$ cat src/rtl/dot_acc_pkg.sv
// Shared types and constants for the dot-product accumulator.
package dot_acc_pkg;

    typedef enum logic [1:0] {
        IDLE  = 2'd0,
        ACCUM = 2'd1,
        DONE  = 2'd2
    } acc_state_t;

    localparam logic [31:0] INT32_MAX = 32'h7FFF_FFFF;
    localparam logic [31:0] INT32_MIN = 32'h8000_0000;

    // A job of 2^len_w-1 int32 beats can never overflow an accumulator this wide.
    function automatic bit acc_w_ok(input int acc_w, input int len_w);
        return acc_w >= (32 + len_w);
    endfunction

endpackage

$ cat src/rtl/dot_accumulator_sat_narrow.sv
// Narrows the wide signed accumulator to int32, clamping or wrapping.
module sat_narrow
    import dot_acc_pkg::*;
#(
    parameter int ACC_W = 40,
    parameter int SAT   = 1
) (
    input  logic [ACC_W-1:0] acc,
    output logic [31:0]      result32,
    output logic             ovf
);

    // Bits 31 and up must all equal the sign bit for the value to fit in int32.
    logic [ACC_W-32:0] upper;
    assign upper = acc[ACC_W-1:31];

    // Overflow detect and optional clamp toward the sign of the true sum.
    always_comb begin
        ovf      = !((&upper) || !(|upper));
        result32 = acc[31:0];
        if ((SAT != 0) && ovf) begin
            result32 = acc[ACC_W-1] ? INT32_MIN : INT32_MAX;
        end
    end

endmodule

$ cat src/rtl/dot_accumulator.sv
// Sums a programmed number of int32 partial dot results into one int32 result.
//
// state | meaning
// ------+-----------------------------------------------------------
// IDLE  | waiting for start; len is captured with it
// ACCUM | accepting beats, cnt counts down the remaining beats
// DONE  | result presented with out_valid, held until out_ready
module dot_accumulator
    import dot_acc_pkg::*;
#(
    parameter int LEN_W = 8,
    parameter int ACC_W = 40,
    parameter int SAT   = 1
) (
    input  logic             clk,
    input  logic             rst,
    input  logic             start,
    input  logic [LEN_W-1:0] len,
    input  logic             abort,
    output logic             busy,
    input  logic             in_valid,
    output logic             in_ready,
    input  logic [127:0]     in_data,
    output logic             out_valid,
    input  logic             out_ready,
    output logic [127:0]     out_data,
    output logic             out_ovf
);

    if (!acc_w_ok(ACC_W, LEN_W)) begin : g_bad_acc_w
        $error("dot_accumulator: ACC_W must be at least 32+LEN_W");
    end

    acc_state_t       state;
    logic [ACC_W-1:0] acc;
    logic [ACC_W-1:0] acc_next;
    logic [LEN_W-1:0] cnt;
    logic             in_ready_q;
    logic [31:0]      result_q;
    logic [31:0]      narrow_result;
    logic             narrow_ovf;
    logic             beat;

    // Only the low lane carries the partial result; the rest of the vector register is don't-care.
    logic unused_in_hi;
    assign unused_in_hi = ^in_data[127:32];

    // Abort must stop a beat being taken in its own cycle, so it gates the registered ready.
    assign in_ready = in_ready_q && !abort;
    assign beat     = in_valid && in_ready;
    assign acc_next = acc + {{(ACC_W-32){in_data[31]}}, in_data[31:0]};
    assign out_data = {96'b0, result_q};

    // Narrowing sits on the next-sum path so the last beat's result registers in the same edge.
    sat_narrow #(
        .ACC_W (ACC_W),
        .SAT   (SAT)
    ) u_sat_narrow (
        .acc      (acc_next),
        .result32 (narrow_result),
        .ovf      (narrow_ovf)
    );

    // Job sequencing, accumulation and the registered handshake outputs.
    always_ff @(posedge clk or posedge rst) begin
        if (rst) begin
            state      <= IDLE;
            acc        <= '0;
            cnt        <= '0;
            busy       <= 1'b0;
            in_ready_q <= 1'b0;
            out_valid  <= 1'b0;
            result_q   <= '0;
            out_ovf    <= 1'b0;
        end else if (abort) begin
            state      <= IDLE;
            acc        <= '0;
            cnt        <= '0;
            busy       <= 1'b0;
            in_ready_q <= 1'b0;
            out_valid  <= 1'b0;
        end else begin
            case (state)
                IDLE: begin
                    if (start) begin
                        busy <= 1'b1;
                        acc  <= '0;
                        cnt  <= len;
                        if (len != '0) begin
                            state      <= ACCUM;
                            in_ready_q <= 1'b1;
                        end else begin
                            state     <= DONE;
                            out_valid <= 1'b1;
                            result_q  <= '0;
                            out_ovf   <= 1'b0;
                        end
                    end
                end
                ACCUM: begin
                    if (beat) begin
                        acc <= acc_next;
                        cnt <= cnt - 1'b1;
                        if (cnt == LEN_W'(1)) begin
                            state      <= DONE;
                            in_ready_q <= 1'b0;
                            out_valid  <= 1'b1;
                            result_q   <= narrow_result;
                            out_ovf    <= narrow_ovf;
                        end
                    end
                end
                DONE: begin
                    if (out_ready) begin
                        state     <= IDLE;
                        busy      <= 1'b0;
                        out_valid <= 1'b0;
                    end
                end
                default: begin
                    state      <= IDLE;
                    busy       <= 1'b0;
                    in_ready_q <= 1'b0;
                    out_valid  <= 1'b0;
                end
            endcase
        end
    end

endmodule

$ cat config.mk
export PLATFORM = sky130hd
export DESIGN_NAME = dot_accumulator
export DESIGN_NICKNAME = d
export VERILOG_FILES = /design/src/rtl/dot_acc_pkg.sv /design/src/rtl/dot_accumulator_sat_narrow.sv /design/src/rtl/dot_accumulator.sv
export SDC_FILE = /design/constraint.sdc
export NUM_CORES = 1
export LEC_CHECK = 0
export BUFFER_PORTS_ARGS = -buffer_cell sky130_fd_sc_hd__buf_4
export CORE_ASPECT_RATIO = 0.9
export CORE_MARGIN = 8
export CORE_UTILIZATION = 54
export CTS_CLUSTER_DIAMETER = 80
export DETAILED_ROUTE_END_ITERATION = 12
export PLACE_DENSITY = 0.94
export SYNTH_ARGS = -nofsm -noshare
export SYNTH_HDL_FRONTEND = slang
export SYNTH_SLANG_ARGS = --single-unit
$ cat constraint.sdc
create_clock -name clk -period 5.8 [get_ports clk]
set_input_delay 0.58 -clock clk [delete_from_list [all_inputs] [get_ports clk]]
set_output_delay 0.58 -clock clk [all_outputs]
set_load 0.02 [all_outputs]
==> results of run 1 <==
==> stage by stage <==
step | worst slack, ns | hold slack (ns) | instances | total power, mW
floorplan | 1.868 | 0.4538 | 880 | 1.879
global placement | 1.154 | 0.4656 | 997 | 2.187
detailed placement | 1.075 | 0.4719 | 997 | 2.241
CTS | 1.378 | 0.4596 | 1013 | 2.881
global route | 1.134 | 0.4867 | 1013 | 3.035
finish | 1.308 | 0.4670 | 1013 | 2.879
==> cell usage in the layout (no fill, tap or decap), drive strengths merged, types with 12 or more instances in the layout <==
master,n
dfrtp,86
xor2,17
a21oi,91
nand3,12
o21ai,56
a21o,12
a22oi,32
xnor2,20
nor2,50
nand2,82
a22o,32
buf,86
ha,41
conb,96
==> state kept, by name (all words and copies together), names as in the netlist <==
signal / flops
acc: 40
out_ovf: 1
cnt: 8
out_valid: 1
result_q: 32
in_ready_q: 1
busy: 1
state: 2
==> per-layer routing <==
layer,routed length (µm),up-vias,part of all wire,track usage
li1,-,2770,-,-
met1,7914,2872,0.43,0.2771
met2,8666,264,0.47,0.3357
met3,1466,23,0.080,0.05121
met4,236,0,0.013,0.05100
met5,0,-,0,0
==> kinds of logic (layout without fill, tap and decap cells) <==
logic type / count (synthesis) / count (layout) / synth area share
AND/OR/NAND/NOR: 198 / 198 / 0.1335
buffers and inverters: 144 / 113 / 0.1435
flip-flops: 86 / 86 / 0.3062
AO/OA/AOI/OAI: 275 / 275 / 0.2914
other: 1 / 96 / 0.0005336
XOR/XNOR: 37 / 37 / 0.04611
multiplexers: 2 / 2 / 0.002849
adder cells (fa/ha/maj): 42 / 42 / 0.07584
==> synthesized netlist by cell type, types with 6 or more instances <==
cell	count	share of area
sky130_fd_sc_hd__nand2b_1	6	0.0053
sky130_fd_sc_hd__buf_4	102	0.11
sky130_fd_sc_hd__nor4_1	8	0.0071
sky130_fd_sc_hd__a211oi_1	6	0.0064
sky130_fd_sc_hd__xnor2_1	20	0.025
sky130_fd_sc_hd__inv_1	11	0.0059
sky130_fd_sc_hd__clkbuf_1	17	0.0091
sky130_fd_sc_hd__a21oi_1	86	0.061
sky130_fd_sc_hd__dfrtp_1	86	0.31
sky130_fd_sc_hd__nand4_1	6	0.0053
sky130_fd_sc_hd__o21a_1	9	0.0096
sky130_fd_sc_hd__xor2_1	17	0.021
sky130_fd_sc_hd__o21ai_0	52	0.037
sky130_fd_sc_hd__nand2_1	82	0.044
sky130_fd_sc_hd__a21o_1	11	0.012
sky130_fd_sc_hd__ha_1	41	0.073
sky130_fd_sc_hd__a22oi_2	30	0.053
sky130_fd_sc_hd__nor2_1	50	0.027
sky130_fd_sc_hd__nand3_1	10	0.0071
sky130_fd_sc_hd__nor3_1	6	0.0043
sky130_fd_sc_hd__a22o_1	32	0.040
==> report_power, final <==
group	total, mW	switching [mW]	internal [mW]
clock	0.635	0.256	0.379
sequential	0.902	0.138	0.764
combinational	1.34	0.805	0.538
total	2.88	1.20	1.68
==> final cells by class <==
| type | instances | area [µm²] | area share |
|---|---|---|---|
| multi-input combinational | 650 | 4249 | 0.5575 |
| sequential | 86 | 2152 | 0.2824 |
| clock buffer | 11 | 232.7 | 0.03054 |
| timing repair buffer | 86 | 658.1 | 0.08636 |
| inverter | 11 | 42.54 | 0.005582 |
| clock inverter | 5 | 81.33 | 0.01067 |
| tap | 164 | 205.2 | 0.02692 |
==> worst max path at each step <==
stage                               to  slack (ns)  cells past startpoint
after CTS                  result_q[0]        1.38                     13
final                      result_q[0]        1.31                     13
after global placement     result_q[0]        1.15                     14
after detailed placement   result_q[0]        1.07                     14
after floorplan           result_q[30]        1.87                     13
after global routing       result_q[0]        1.13                     13
==> results.txt, run 1 <==
The run finished with clean final reports. The number of cells upsized or downsized after cts is 0. The register clock-pin slew on the reported worst setup and hold paths came out at 0.07 ns. The number of enable-type register cells in the synthesized netlist is 0. The number of detailed-route iterations in the first pass is 5. The worst-case IR drop observed on VDD is approximately 0.3 mV. The number of sinks driven by the clock tree came out at 86. The worst hold path was traced through 2 stages. The total global routing overflow came out at 0. The number of antenna violations at the first check in global routing is 0.

The clock latency reported for the late side of the worst-skew pair came out at 0.35 ns. The detailed-route wire length came out at ~18000 µm. The synthesized area per cell came out at 8.953 µm². Setup repair after global routing left no endpoint under its margin.

The final count of pins violating max slew came out at 0. The placed instances occupy a cell area of 7307 µm². The number of global-route vias before repair came out at 5812. STA classifies the critical path startpoint as a flop. STA classifies the critical path endpoint as a flop. The worst pin sits at a relative slew slack of 0.2804. In this design, the largest share of critical-path delay is due to compound AO/OA/AOI/OAI gates.

CTS built an H-tree with a depth of 3. Dividing the detail-routed wire length by the instance count gives 18.05 µm. The post-detailed-placement half-perimeter wirelength is 13700 µm. The detailed router's first-iteration violation count came out at 551. The worst hold path begins at abort. The floorplan step defined a die boundary enclosing 16930 µm². The number of cells on the worst reg-to-reg path is 13. The most common flop cell mapped by yosys is sky130_fd_sc_hd__dfrtp_1. On the worst path, the slowest cell contributes a delay of 0.56 ns. The total via count in the routed design came out at 5929.

The total power density per cell area came out at 377.8 nW/µm². The worst path buffer plus inverter count came out at 1. The TritonCTS clock tree is built. The synthesis-stage register bit count is 86. The total inserted antenna cells came out at 0. For this run, the share of the core covered by cells in the final layout is 0.6007. The worst-case clock buffer depth is 2. The count of nets left with antenna violations once routing finished came out at 0. Post-CTS timing repair inserted 0 buffers for setup. The required time of the worst setup path is approximately 6 ns. The layout-stage area growth over the synthesis result came out at 8.439%. The share of the clock period used by the worst path is 0.7745. The critical path goes through ha_1 -> fa_1 -> a21o_1 -> a221oi_4 -> o21ai_2 -> a221o_2 -> a21oi_2 -> o21ai_1 -> xnor2_1 -> or4_4 -> o41ai_4 -> buf_12 -> a22oi_1. The post-route clock skew is 0.009090 ns. The share of synthesized registers carrying an async set or reset is 1.000. The largest net degree at the start of global routing came out at 87. The first global-routing pass estimated about 29000 µm of wire. The total routing resource utilization after global routing is 0.2098.

Routability-driven placement finished with a final weighted congestion of 0.9332. The largest fanout on the critical path is 27. The sequential-to-total area share from yosys stat is 0.3062.

Clock tree synthesis selected as its root buffer the cell sky130_fd_sc_hd__clkbuf_16. The count of final hold-check violations was 0. The number of distinct library cells after synthesis came out at 72. With fillers left out, the area of the finished cells amounts to between 7000 and 8000 µm².

The floorplan die width came out at 136.3 µm. The share of post-route cells with drive strength above 1 is 0.1920. The cell count after synthesis came out at 785. In this run the core area contains 39 standard-cell rows. The Yosys step of the flow raised 0 warnings.

In this run the worst hold path is classified as in2reg. The final net count came out at 1028. On the critical path, the stage with the largest delay is an instance of sky130_fd_sc_hd__or4_4.

The ratio of routed vias to standard cells is just under 6. The arrival time at the worst endpoint is 4.69 ns. The final-report setup violation count is 0.

The highest achievable clock rate came out at 222.6 MHz. The clock period could shrink to 4.492 ns. The starting density of the core is 0.5539.

The netlist area before placement came out at 7028 µm². The critical path is of the reg2reg type. The worst hold path terminates at busy. The quantity of hold-fixing buffers added after cts is 0. The summed negative setup slack over all endpoints is 0 ns. Buffers placed on the I/O ports in this run total 81. TritonCTS created 9 clock buffers. The static power due to leakage is 3.646 nW. For the pin with the worst max-slew slack, the measured transition is 1.079 ns. The start point of the critical path is acc[0]. For this run, design rule violations remaining after detail routing come to 0.

In this run the standard cell core region covers between 10000 and 15000 µm². The worst reg-to-reg setup slack came out at 1.31 ns. The max capacitance violation total came out at 0. The number of top-level design ports came out at 274.

The die outline height came out at 124.2 µm. The startpoint identified for the worst register-to-register timing path is acc[0]. The worst reg2reg path endpoint is result_q[0]. The count of filler cells inserted in the layout came out at about 1100.
(Power assumes the default switching activity.)
==> inputs of run 2 (changes only) <==
--- a/config.mk
+++ b/config.mk
@@ -8,10 +8,10 @@
 export BUFFER_PORTS_ARGS = -buffer_cell sky130_fd_sc_hd__buf_4
 export CORE_ASPECT_RATIO = 0.9
 export CORE_MARGIN = 8
-export CORE_UTILIZATION = 54
+export CORE_UTILIZATION = 50
 export CTS_CLUSTER_DIAMETER = 80
 export DETAILED_ROUTE_END_ITERATION = 12
-export PLACE_DENSITY = 0.94
+export PLACE_DENSITY = 0.89
 export SYNTH_ARGS = -nofsm -noshare
 export SYNTH_HDL_FRONTEND = slang
 export SYNTH_SLANG_ARGS = --single-unit
==> constraint.sdc (replaced) <==
create_clock -name clk -period 4.6 [get_ports clk]
set_input_delay 0.46 -clock clk [delete_from_list [all_inputs] [get_ports clk]]
set_output_delay 0.46 -clock clk [all_outputs]
set_load 0.02 [all_outputs]
==> run 2 against run 1 <==
Against the previous run: worst setup slack worse by 0.85 ns; first-iteration DRC count down 18%; combinational power increased by 25%; register-to-register slack lost 0.85 ns; critical path depth unchanged; die area up 7.0%; clock-buffer cell count unchanged; core utilization fell by 5.1 points; clock power up 9.6%; design area up 0.21%; maximum frequency rose by 8.4%; critical path type unchanged; critical endpoint unchanged; largest cell class unchanged.
==> results.txt, run 2 (same netlist as run 1, synthesis figures left out) <==
The first-pass GRT wire length came out at between 20000 and 30000 µm. Wires add up to 17610 µm. In this design, the stage delay of the slowest critical-path cell is 0.55 ns.

The relative slew slack came out at 0.2244. The number of top-level design ports came out at 274. The residual antenna-violating net count after detailed routing is 0. STA classifies the critical path startpoint as a flop. The number of cells upsized or downsized after cts is 0. The tool flagged a number of max-cap violations equal to 0. The clock latency reported for the late side of the worst-skew pair came out at 0.35 ns. The final count of pins violating max slew came to 0. The final-report setup violation count is 0. The worst hold path belongs to the class in2async.

The static power due to leakage is 3.635 nW. The quantity of hold-fixing buffers added after cts is 0. In the final layout, the multi-input gates occupy 4254 µm². Setup repair after global routing left no endpoint under its margin.

The share of the clock period used by the worst path came out at 0.9006. The number of global-route vias before repair is 5724. The total via count in the routed design is 5800. The worst vdd rail ir drop came out at 0.3638 mV.

With fillers left out, the area of the finished cells amounts to around 7600 µm². The post-route clock skew is between 0.009 and 0.01 ns. The largest net degree at the start of global routing is 64. The starting density of the core came out at 0.5055.

The slowest stage of the critical path is the sky130_fd_sc_hd__or4_4 cell. The pre-antenna-repair detailed-routing pass consisted of 5 iterations. In this run the deepest clock path goes through 2 buffers. The run finished with clean final reports.

The register with the most flip-flops in the layout has 40 of them. The register clock-pin slew on the reported worst setup and hold paths came out at about 0.060 ns. The number of sinks driven by the clock tree came out at 86. By startpoint and endpoint, the worst setup path is classified as reg2reg. The count of final hold-check violations is 0.

The worst reg-to-reg setup slack came out at 0.46 ns. The area taken by flip-flops and latches came out at about 2200 µm². The placeable core region is 13900 µm². The summed negative setup slack over all endpoints came out at 0 ns. The largest registers in the layout are acc (40), result_q (32), cnt (8). Global routing finished with a remaining overflow of 0. In this run the power density over the cells is between 400 and 500 nW/µm². The tree is rooted in a sky130_fd_sc_hd__clkbuf_16.

The average wire per cell in the routed design is 16.90 µm. Data on the critical path arrives at its endpoint at about 4.4 ns. The number of antenna violations at the first check in global routing is 0. The end-of-flow core utilization is 0.5494. The post-CTS setup-driven buffer insertion count came out at 0. The placed instance area is 7361 µm². The measured slew at the worst slew-check pin came out at 1.161 ns. The count of buffers added on input and output ports is 81. The commonest non-fill, non-tap cell in the layout is sky130_fd_sc_hd__conb_1.

The ratio of routed vias to standard cells is 5.566. The share of post-route cells with drive strength above 1 came out at 0.1932. The largest fanout on the critical path is 26. The H-tree depth is 3. From bottom edge to top edge, the die measures approximately 130 µm. Relative to the synthesized area, the layout overhead comes to 8.670%.

The remaining design rule violation count is 0. The library cells used most frequently in the layout, excluding fill and tap cells, are sky130_fd_sc_hd__conb_1 (96), sky130_fd_sc_hd__a21oi_1 (86), sky130_fd_sc_hd__dfrtp_1 (86). The count of filler cells inserted in the layout is ~1300. The highest achievable clock rate came out at between 200 and 250 MHz.

The largest register by flop count is acc. The number of buffers and inverters on the critical path is 1. Clock tree synthesis inserted a total of 9 buffers. The total inserted antenna cells came out at 0. The time the final worst path needs with I/O delays and setup is 4.143 ns.

The total routing resource utilization after global routing came out at 0.1918. The floorplan step set the die width to roughly 140 µm. The kind of end point of the critical path is a flop.

The die area is approximately 18000 µm². The critical path goes through ha_1 -> fa_1 -> a21o_1 -> a221oi_4 -> o21ai_2 -> a221o_2 -> a21oi_2 -> o21ai_1 -> xnor2_1 -> or4_4 -> o41ai_4 -> buf_12 -> a22oi_1. Among cell families on the critical path, the largest total delay comes from compound AO/OA/AOI/OAI gates. The post-detailed-placement half-perimeter wirelength came out at 13260 µm. In this run, the number of DRC markers left after iteration 0 of detailed routing was around 450. The final net count came out at between 1000 and 1500.

TritonCTS built the clock tree. The required time of the worst setup path came out at 4.82 ns. The number of rows in the core area is 41. The congestion estimate from routability-driven global placement came to between 0.9 and 1.
==> run 2: worst reg2reg max path: cells and delay by family (launching register included) <==
family                     cells  cell delay [ns]
buffers and inverters          1             0.26
adders and majority gates      2             0.64
AOI/OAI and AO/OA              8             1.98
DFF                            1             0.38
and+or+nand+nor                1             0.55
xor gates and xnor gates       1             0.20
==> run 2: area by class of cell <==
type,instances,area share
clock buffers,11,0.03178
clock inverters,5,0.004423
inverters,11,0.005570
multi-input cells,650,0.5570
flip-flops and latches,86,0.2818
well taps,193,0.03162
repair buffers,86,0.08781
==> run 2: metrics by stage <==
stage               worst slack [ns]  hold WS (ns)  cells  power, mW
floorplan                     0.7879        0.4538    880      2.369
global placement              0.3477        0.4676   1026      2.757
detailed placement            0.3142        0.4828   1026      2.813
CTS                           0.5006        0.2194   1042      3.515
global route                  0.3399        0.2503   1042      3.721
finish                        0.4571        0.1896   1042      3.513
==> run 2: path summary, 6_finish.rpt <==
kind / cells past startpoint / start / end
min in group clk: 2 / abort / out_valid
worst min-delay path: 2 / rst / busy
worst max-delay path: 13 / acc[0] / result_q[0]
worst max register to register: 13 / acc[0] / result_q[0]
max in group asynchronous: 3 / rst / acc[15]
worst min register to register: 2 / result_q[31] / result_q[31]
==> run 2: where the power goes <==
group | switching, mW | total [mW] | internal, mW
combinational | 1.00 | 1.68 | 0.680
sequential | 0.171 | 1.13 | 0.963
clock | 0.315 | 0.696 | 0.381
total | 1.49 | 3.51 | 2.02
==> run 2: metal layers <==
layer	part of all wire	vias up	track usage
met5	0	-	0
met4	0.012	0	0.04672
met3	0.064	22	0.03887
met2	0.47	213	0.3190
met1	0.45	2794	0.2518
li1	-	2771	-
